## src/rtl/ab_operand_arbiter.sv

```systemverilog
// Two-requester arbiter in front of a shared A/B operand core; a tag FIFO routes each result
// back to the requester that supplied its operands. Define ARB_FIXED_PRIO_EN for fixed priority.
module ab_operand_arbiter #(
   parameter int TAG_DEPTH = 4,
   parameter int TAG_AW    = 2
) (
   input  logic        CLK,
   input  logic        RST,
   input  logic        RUN,
   input  logic        STOP,
   output logic        CORE_START,
   output logic        CORE_HALT,
   input  logic        CORE_REQ_AB,
   output logic        CORE_ACK,
   output logic [7:0]  CORE_A,
   output logic [7:0]  CORE_B,
   input  logic [15:0] CORE_X,
   input  logic        CORE_X_VALID,
   input  logic        REQ0,
   input  logic        REQ1,
   input  logic [7:0]  A0,
   input  logic [7:0]  B0,
   input  logic [7:0]  A1,
   input  logic [7:0]  B1,
   output logic        GNT0,
   output logic        GNT1,
   output logic [15:0] X0,
   output logic [15:0] X1,
   output logic        X0_VALID,
   output logic        X1_VALID,
   output logic        TAG_ERR
);

   typedef enum logic [1:0] {
      IDLE  = 2'd0,
      GRANT = 2'd1,
      COOL  = 2'd2
   } state_t;

   localparam logic [TAG_AW:0]   DEPTH_C  = (TAG_AW+1)'(TAG_DEPTH);
   localparam logic [TAG_AW:0]   CNT_ZERO = (TAG_AW+1)'(0);
   localparam logic [TAG_AW:0]   CNT_ONE  = (TAG_AW+1)'(1);
   localparam logic [TAG_AW-1:0] PTR_ZERO = TAG_AW'(0);
   localparam logic [TAG_AW-1:0] PTR_ONE  = TAG_AW'(1);

   state_t            state_r;
   logic              tag_mem_r [TAG_DEPTH];
   logic [TAG_AW-1:0] wr_ptr_r;
   logic [TAG_AW-1:0] rd_ptr_r;
   logic [TAG_AW:0]   count_r;
`ifndef ARB_FIXED_PRIO_EN
   logic              last_r;
`endif

   logic winner_s;
   logic fifo_full_s;
   logic fifo_empty_s;
   logic grant_go_s;
   logic push_s;
   logic pop_s;
   logic pop_tag_s;

   // Winner selection for the current request pattern
   always_comb begin
      winner_s = 1'b0;
`ifdef ARB_FIXED_PRIO_EN
      if (REQ0) begin
         winner_s = 1'b0;
      end else begin
         winner_s = REQ1;
      end
`else
      if (REQ0 && REQ1) begin
         winner_s = ~last_r;
      end else begin
         winner_s = REQ1;
      end
`endif
   end

   // Grant qualification and tag FIFO push/pop decisions
   always_comb begin
      fifo_full_s  = (count_r == DEPTH_C);
      fifo_empty_s = (count_r == CNT_ZERO);
      grant_go_s   = (state_r == IDLE) && CORE_REQ_AB && (REQ0 || REQ1)
                     && !fifo_full_s && !STOP;
      push_s       = grant_go_s;
      pop_s        = CORE_X_VALID && (!fifo_empty_s || push_s);
      // An empty FIFO with a same-cycle push pops the entry being pushed
      if (fifo_empty_s) begin
         pop_tag_s = winner_s;
      end else begin
         pop_tag_s = tag_mem_r[rd_ptr_r];
      end
   end

   // Grant sequencer with registered core/requester handshake outputs
   always_ff @(posedge CLK or posedge RST) begin
      if (RST) begin
         state_r    <= IDLE;
         CORE_START <= 1'b0;
         CORE_HALT  <= 1'b0;
         CORE_ACK   <= 1'b0;
         CORE_A     <= 8'h00;
         CORE_B     <= 8'h00;
         GNT0       <= 1'b0;
         GNT1       <= 1'b0;
`ifndef ARB_FIXED_PRIO_EN
         last_r     <= 1'b1;
`endif
      end else begin
         CORE_START <= RUN;
         CORE_HALT  <= STOP;
         case (state_r)
            IDLE: begin
               if (grant_go_s) begin
                  state_r  <= GRANT;
                  CORE_ACK <= 1'b1;
                  CORE_A   <= winner_s ? A1 : A0;
                  CORE_B   <= winner_s ? B1 : B0;
                  GNT0     <= ~winner_s;
                  GNT1     <= winner_s;
`ifndef ARB_FIXED_PRIO_EN
                  last_r   <= winner_s;
`endif
               end else begin
                  CORE_ACK <= 1'b0;
                  GNT0     <= 1'b0;
                  GNT1     <= 1'b0;
               end
            end
            GRANT: begin
               state_r  <= COOL;
               CORE_ACK <= 1'b0;
               GNT0     <= 1'b0;
               GNT1     <= 1'b0;
            end
            // One dead cycle so a request still high from the last ACK is not re-served
            COOL: begin
               state_r <= IDLE;
            end
            default: begin
               state_r  <= IDLE;
               CORE_ACK <= 1'b0;
               GNT0     <= 1'b0;
               GNT1     <= 1'b0;
            end
         endcase
      end
   end

   // Tag FIFO storage, pointers and occupancy
   always_ff @(posedge CLK or posedge RST) begin
      if (RST) begin
         wr_ptr_r <= PTR_ZERO;
         rd_ptr_r <= PTR_ZERO;
         count_r  <= CNT_ZERO;
         for (int i = 0; i < TAG_DEPTH; i++) begin
            tag_mem_r[i] <= 1'b0;
         end
      end else begin
         if (push_s) begin
            tag_mem_r[wr_ptr_r] <= winner_s;
            wr_ptr_r            <= wr_ptr_r + PTR_ONE;
         end
         if (pop_s) begin
            rd_ptr_r <= rd_ptr_r + PTR_ONE;
         end
         case ({push_s, pop_s})
            2'b10:   count_r <= count_r + CNT_ONE;
            2'b01:   count_r <= count_r - CNT_ONE;
            default: count_r <= count_r;
         endcase
      end
   end

   // Result routing and sticky orphan-result flag
   always_ff @(posedge CLK or posedge RST) begin
      if (RST) begin
         X0       <= 16'h0000;
         X1       <= 16'h0000;
         X0_VALID <= 1'b0;
         X1_VALID <= 1'b0;
         TAG_ERR  <= 1'b0;
      end else begin
         X0_VALID <= pop_s && !pop_tag_s;
         X1_VALID <= pop_s && pop_tag_s;
         if (pop_s && !pop_tag_s) begin
            X0 <= CORE_X;
         end
         if (pop_s && pop_tag_s) begin
            X1 <= CORE_X;
         end
         if (CORE_X_VALID && !pop_s) begin
            TAG_ERR <= 1'b1;
         end
      end
   end

endmodule

```

## config.mk

```make
export PLATFORM = sky130hd
export DESIGN_NAME = ab_operand_arbiter
export DESIGN_NICKNAME = d
export VERILOG_FILES = /design/src/rtl/ab_operand_arbiter.sv
export SDC_FILE = /design/constraint.sdc
export NUM_CORES = 1
export LEC_CHECK = 0
export ABC_AREA = 1
export CAP_MARGIN = 20
export CORE_MARGIN = 2
export CORE_UTILIZATION = 44
export DETAILED_ROUTE_END_ITERATION = 10
export PLACE_DENSITY = 0.79
export RECOVER_POWER = 25
export SKIP_CTS_REPAIR_TIMING = 1
export SLEW_MARGIN = 5
export SYNTH_ARGS = -nofsm -noshare
export SYNTH_HDL_FRONTEND = slang
export SYNTH_SLANG_ARGS = --single-unit
```

## constraint.sdc

```tcl
create_clock -name CLK -period 2.5 [get_ports CLK]
set_clock_uncertainty 0.05 [all_clocks]
set_input_delay 0.5 -clock CLK [delete_from_list [all_inputs] [get_ports CLK]]
set_output_delay 0.5 -clock CLK [all_outputs]
set_load 0.05 [all_outputs]
```

# After elaboration in Yosys (flattened, before gate mapping)
# Cells that the tools add are included.
dict set report op_classes {
  n_eq_ne 6
  n_bitwise 4
  n_mux 19
  n_lt_le_gt_ge 3
  n_addsub 4
  reduce_logical 21
}
# operator n
set ops {}
lappend ops {{two-way mux 8 bit} 2}
lappend ops {{logical AND 1 bit} 10}
lappend ops {{two-way mux 1 bit} 8}
lappend ops {{greater-or-equal comparator 3 bit (second input constant)} 2}
lappend ops {{inverter 2 -> 3 bit} 2}
lappend ops {{case mux 1 bit (2 select lines)} 3}
lappend ops {{case mux 3 bit (2 select lines)} 1}
lappend ops {{logical NOT 1 bit} 5}
lappend ops {{adder 2 x 1 -> 2 bit (second input constant)} 2}
lappend ops {{bitwise mux 4 bit} 1}
lappend ops {{equality test 2 x 1 -> 1 bit (second input constant)} 2}
lappend ops {{equality test 2 bit (second input constant)} 2}
lappend ops {{case mux 2 bit (2 select lines)} 1}
lappend ops {{adder 3 x 1 -> 3 bit (second input constant)} 1}
lappend ops {{equality test 3 bit (second input constant)} 1}
lappend ops {{logical NOT 3 bit} 1}
lappend ops {{less-than comparator 3 x 1 -> 1 bit (second input constant)} 1}
lappend ops {{subtractor 3 x 1 -> 3 bit (second input constant)} 1}
lappend ops {{binary-select mux 1 bit (select 2 bit)} 1}
lappend ops {{demux 1 bit (select 2 bit)} 1}
lappend ops {{logical NOT 2 bit} 1}
lappend ops {{logical OR 1 bit} 2}
lappend ops {{two-way mux 2 bit} 1}
lappend ops {{inequality test 2 bit (second input constant)} 1}
lappend ops {{other kinds (3)} 4}
dict set report word_totals {
  register_bits 70
  inputBits 56
  word_cells 78
}

# Logic depth before layout (Yosys ltp)
dict set report logic_depth {
  word_depth 9
  mapped_depth 13
  mapped_depth_nobuf 12
}

# Least setup slack after synthesis
# No wires, ideal clock.
dict set report synth_path {
  kind {in2reg}
  startpoint {input port REQ1}
  endpoint {register count_r[2]}
  cell_stages 13
  required_ns 2.319
  setup_ns 0.131
  t_arrival_ns 2.017
  path_slack_ns 0.302
  path_cell_list {inv_1 -> nand2_2 -> nand3_2 -> nand3_4 -> nand2_4 -> buf_6 -> inv_1 -> ha_1 -> inv_1 -> fa_1 -> a21oi_1 -> o21ai_0 -> xor2_1}
}
dict set report synth_between {
  elab_chain_cells 8
}
# item line_no
set synth_rtl {}
lappend synth_rtl {{from (decl)} 20} ;# input logic REQ1,
lappend synth_rtl {{logical OR 1 bit *} 85} ;# grant_go_s = (state_r == IDLE) && CORE_REQ_AB && (REQ0 || REQ1)
lappend synth_rtl {{logical AND 1 bit *} 85}
lappend synth_rtl {{logical AND 1 bit * (2 in a row)} 86} ;# && !fifo_full_s && !STOP;
lappend synth_rtl {{logical OR 1 bit *} 88} ;# pop_s = CORE_X_VALID && (!fifo_empty_s || push_s);
lappend synth_rtl {{logical AND 1 bit *} 88}
lappend synth_rtl {{via pop_s} 60} ;# logic pop_s;
lappend synth_rtl {{equality test 2 x 1 -> 1 bit / equality test 2 bit (equally long branches)} 169} ;# case ({push_s, pop_s})
lappend synth_rtl {{case mux 3 bit (2 select lines) / nonzero test 2 bit (equally long branches)} --}
lappend synth_rtl {{to (signal assigned)} 170} ;# 2'b10: count_r <= count_r + CNT_ONE;
lappend synth_rtl {{to (signal assigned)} 171} ;# 2'b01: count_r <= count_r - CNT_ONE;
lappend synth_rtl {{to (signal assigned)} 172} ;# default: count_r <= count_r;
lappend synth_rtl {{to (decl)} 50} ;# logic [TAG_AW:0] count_r;
# Mark *: on every way through the listed nets, which the timed path passes. The rest lies on a longest branch.
# A chain may end at the register's enable or synchronous reset.

# Worst setup path in the final report
dict set report layout_path {
  startpoint {input port REQ0}
  endpoint {register count_r[2]}
}
dict set report layout_between {
  elab_chain_cells 8
}
# item line_no
set layout_rtl {}
lappend layout_rtl {{from (decl)} 19} ;# input logic REQ0,
lappend layout_rtl {{logical OR 1 bit *} 85}
lappend layout_rtl {{logical AND 1 bit *} 85}
lappend layout_rtl {{logical AND 1 bit * (2 in a row)} 86}
lappend layout_rtl {{logical OR 1 bit *} 88}
lappend layout_rtl {{logical AND 1 bit *} 88}
lappend layout_rtl {{via pop_s} 60}
lappend layout_rtl {{equality test 2 x 1 -> 1 bit / equality test 2 bit (equally long branches)} 169}
lappend layout_rtl {{case mux 3 bit (2 select lines) / nonzero test 2 bit (equally long branches)} --}
# Marks and branches as above.

==> results.json <==
{
  "hold_end": "X1[9]",
  "synthTopCellsByArea": "sky130_fd_sc_hd__dfrtp_1 (56%), sky130_fd_sc_hd__nand2_1 (19%), sky130_fd_sc_hd__nand3_1 (3.7%)",
  "dp_hpwl_microns": 5120,
  "wl_per_cell_microns": 13.2,
  "worstPathRequired_ps": 2660,
  "async_reset_ff_frac": 1.00,
  "synth.ff_latch_count": 70,
  "cts_tree": "built",
  "drt_first_pass_iters": 4,
  "synthDistinctLibCells": 26,
  "synth_area_per_cell_sq_um": 9.28,
  "reg2regPathDepth": 11,
  "n_fill_cell": 566,
  "timing.critical_path.fanout_max": 2,
  "fmaxAchievable_ghz": 0.423,
  "clock_latency_ps": 340,
  "n_antenna_cell": 0,
  "critical_path.startpoint": "REQ0",
  "yosysSeqAreaShare": 0.571,
  "multi_input_comb_area_sq_um": 1160,
  "grt_start_max_net_pins": 71,
  "tritoncts_num_sinks": 70,
  "gr-usage-all-layers": 0.199,
  "nNetsFinal": 514,
  "fin_setup_tns_ps": 0,
  "yosys-top-cells-count": "sky130_fd_sc_hd__nand2_1 (154), sky130_fd_sc_hd__dfrtp_1 (69), sky130_fd_sc_hd__nand3_1 (23)",
  "htree_levels": 3,
  "grt_overflow": 0,
  "ant_nets": 0,
  "antenna_violations_before_repair": 0,
  "count_of_flip_flops_with_a_built_in_enable_after_synthesis": 0,
  "floorplan.initialDensity": 0.454,
  "setup_slack_ps": 139,
  "pin_count": 112,
  "max_cap_violations": 1,
  "worst_slack_at_placement_ps": -178,
  "rsz0062_at_grt": "no",
  "worst_setup_path_start_kind": "input port",
  "power.static_leakage_uw": 0.00211,
  "root_buffer": "sky130_fd_sc_hd__clkbuf_8",
  "cp.arrival_ps": 2530,
  "via_count": 2576,
  "portion_of_synthesized_cell_area_occupied_by_the_leading_cell_type": 0.562,
  "critical_path.n_buffers_inverters": 4,
  "synthesis.instances": 331,
  "whs_path_depth": 2,
  "timing.hold.worst.class": "flop to flop",
  "syn_area_sq_um": 3070,
  "buffer_ports.inserted": 111,
  "clkSlewWorstSetupHoldPaths_ps": 70,
  "fraction_of_final_layout_cells_sized_beyond_drive_strength_1": 0.101,
  "worst_setup_path_end_kind": "flop",
  "area_growth_syn_to_layout_pct": 45.2,
  "gp_routability_congestion": 0.753,
  "timing.final.crit_share": 0.945,
  "fin_area_sq_um": 4460,
  "slew_headroom": -0.00304,
  "peakVddDrop_mv": 0.664,
  "synthesis.nets": 393,
  "floorplan.die_area_sq_um": 7660,
  "finalMaxSlewViolations": 70,
  "crit_family": "buffers and inverters",
  "drc_errors": 0,
  "drt-vias-per-instance": 4.80,
  "cell_area_power_density_nw_per_um2": 1430,
  "wire_length_of_the_first_global_routing_pass_microns": 11700,
  "placeableCoreArea_sq_um": 6760,
  "overall_power_of_the_completed_layout_uw": 6370,
  "synthDominantAreaCellType": "sky130_fd_sc_hd__dfrtp_1",
  "r2r-end": "count_r[2]",
  "register_area_sq_um": 1750,
  "violations": "max-capacitance violations, max-slew violations",
  "drt_iter0_drc": 175,
  "transition_at_the_pin_with_the_smallest_max_transition_slack_ps": 1500,
  "critical-path-slowest-cell": "sky130_fd_sc_hd__clkdlybuf4s50_1",
  "hold_viol": 0,
  "fp.dieW_microns": 87.5,
  "yosysMostFrequentCell": "sky130_fd_sc_hd__nand2_1",
  "r2r_start": "state_r[1]",
  "cts.path.max_buffers": 2,
  "vias_in_the_first_global_route": 2598,
  "dpl-instance-area_sq_um": 4270,
  "cp_slowest_stage_delay_ps": 480,
  "worst_hold_startpoint": "X1[9]",
  "final-setup-viol-count": 0,
  "critPathKind": "input port to flop",
  "cts_inserted_buffers": 9,
  "fin_crit_ps": 2360,
  "route.final.wire_length_microns": 7100,
  "num_rows": 30,
  "synth_flop_cell": "sky130_fd_sc_hd__dfrtp_1",
  "crit_path_frequent_cell": "sky130_fd_sc_hd__inv_1",
  "worstPathCellList": "clkdlybuf4s50_1 -> inv_1 -> nand2_2 -> nand3_2 -> nand3_4 -> nand2_4 -> inv_1 -> ha_1 -> inv_1 -> fa_1 -> a21oi_1 -> o21ai_0 -> xor2_1",
  "die_h_microns": 87.5,
  "ys.warnings.count": 0,
  "setup_slack_reg_to_reg_ps": 300,
  "status": "complete, but fails checks"
}
metal layers:
layer	global-route usage	part of all wire	wire length, microns
met1	0.234	0.42	2960
met2	0.346	0.53	3740
met3	0.0631	0.043	307
met4	0.0629	0.014	97
met5	0	0	0
placed cells by master, fill, tap and decap left out:
| cell type | netlist | layout |
|---|---|---|
| sky130_fd_sc_hd__clkinv_2 | 0 | 1 |
| sky130_fd_sc_hd__clkbuf_8 | 0 | 11 |
| sky130_fd_sc_hd__dfstp_2 | 1 | 1 |
| sky130_fd_sc_hd__buf_4 | 3 | 8 |
| sky130_fd_sc_hd__clkdlybuf4s50_1 | 0 | 110 |
| sky130_fd_sc_hd__nor2_4 | 6 | 6 |
| sky130_fd_sc_hd__dlygate4sd3_1 | 0 | 1 |
| sky130_fd_sc_hd__fa_1 | 1 | 1 |
| sky130_fd_sc_hd__nor2_2 | 1 | 1 |
| sky130_fd_sc_hd__nand2_1 | 154 | 154 |
| sky130_fd_sc_hd__xnor2_1 | 1 | 1 |
| sky130_fd_sc_hd__nor2_1 | 1 | 1 |
| sky130_fd_sc_hd__nand3_2 | 2 | 2 |
| sky130_fd_sc_hd__nand2_2 | 3 | 3 |
| sky130_fd_sc_hd__nand2_4 | 2 | 2 |
| sky130_fd_sc_hd__o21ai_1 | 9 | 9 |
| sky130_fd_sc_hd__bufinv_16 | 0 | 1 |
| sky130_fd_sc_hd__nand3_4 | 2 | 2 |
| sky130_fd_sc_hd__nand3_1 | 23 | 23 |
| sky130_fd_sc_hd__clkinvlp_4 | 0 | 1 |
| sky130_fd_sc_hd__clkinv_1 | 0 | 1 |
| sky130_fd_sc_hd__ha_1 | 5 | 5 |
| sky130_fd_sc_hd__o21ai_0 | 16 | 16 |
| sky130_fd_sc_hd__xor2_1 | 3 | 3 |
| sky130_fd_sc_hd__a21oi_4 | 1 | 1 |
| sky130_fd_sc_hd__dfrtp_1 | 69 | 69 |
| sky130_fd_sc_hd__clkbuf_1 | 0 | 2 |
| sky130_fd_sc_hd__inv_2 | 3 | 3 |
| sky130_fd_sc_hd__a21oi_1 | 1 | 1 |
| sky130_fd_sc_hd__inv_1 | 15 | 14 |
| sky130_fd_sc_hd__nand4_4 | 1 | 1 |
| sky130_fd_sc_hd__buf_2 | 2 | 1 |
| sky130_fd_sc_hd__a31o_2 | 1 | 1 |
stage by stage:
stage,hold WS [ps],cells,utilization
6_report,424,537,0.660
5_1_grt,442,537,0.660
4_1_cts,427,537,0.662
3_5_place_dp,408,521,0.632
3_3_place_gp,404,521,0.632
2_1_floorplan,403,331,-
state kept, by name (all words and copies together) (netlist names), 2 cells and up:
name / flops
X1: 16
count_r: 3
X0: 16
wr_ptr_r: 2
rd_ptr_r: 2
tag_mem_r: 4
CORE_A: 8
state_r: 2
CORE_B: 8
area by class of cell:
class / instances / area share
well taps: 80 / 0.0224
clock inverters: 3 / 0.00954
multi-input cells: 233 / 0.260
inverters: 18 / 0.0152
flip-flops and latches: 70 / 0.393
clock buffers: 13 / 0.0356
repair buffers: 120 / 0.264
report_power, final:
part / switching, uW / leakage (uW) / internal (uW)
sequential: 282 / 0.000872 / 1630
clock: 397 / 0.0000996 / 515
combinational: 2400 / 0.00114 / 1150
total: 3080 / 0.00211 / 3290
logic make-up (layout without fill, tap and decap cells):
kind of cell / count (synthesis) / in the layout / share of synthesized area
AND/OR/NAND/NOR: 195 / 195 / 0.289
flip-flops: 70 / 70 / 0.571
AO/OA/AOI/OAI: 28 / 28 / 0.0505
buffers and inverters: 28 / 154 / 0.0509
adder cells (fa/ha/maj): 6 / 6 / 0.0269
XOR/XNOR: 4 / 4 / 0.0114
worst reg2reg max path: cells and delay by family, from the launching register on:
kind | cells | cell delay, ps
flip-flops | 1 | 430
AND/OR/NAND/NOR | 4 | 450
adder cells (fa/ha/maj) | 2 | 530
AO/OA/AOI/OAI | 2 | 310
buffers and inverters | 2 | 130
XOR/XNOR | 1 | 160
worst max path at each step:
stage,end,cells after the start
after floorplan,CORE_ACK,1
after global placement,count_r[2],13
after detailed placement,count_r[2],13
after CTS,count_r[2],13
after global routing,count_r[2],13
final,count_r[2],13
(Power assumes the default switching activity.)
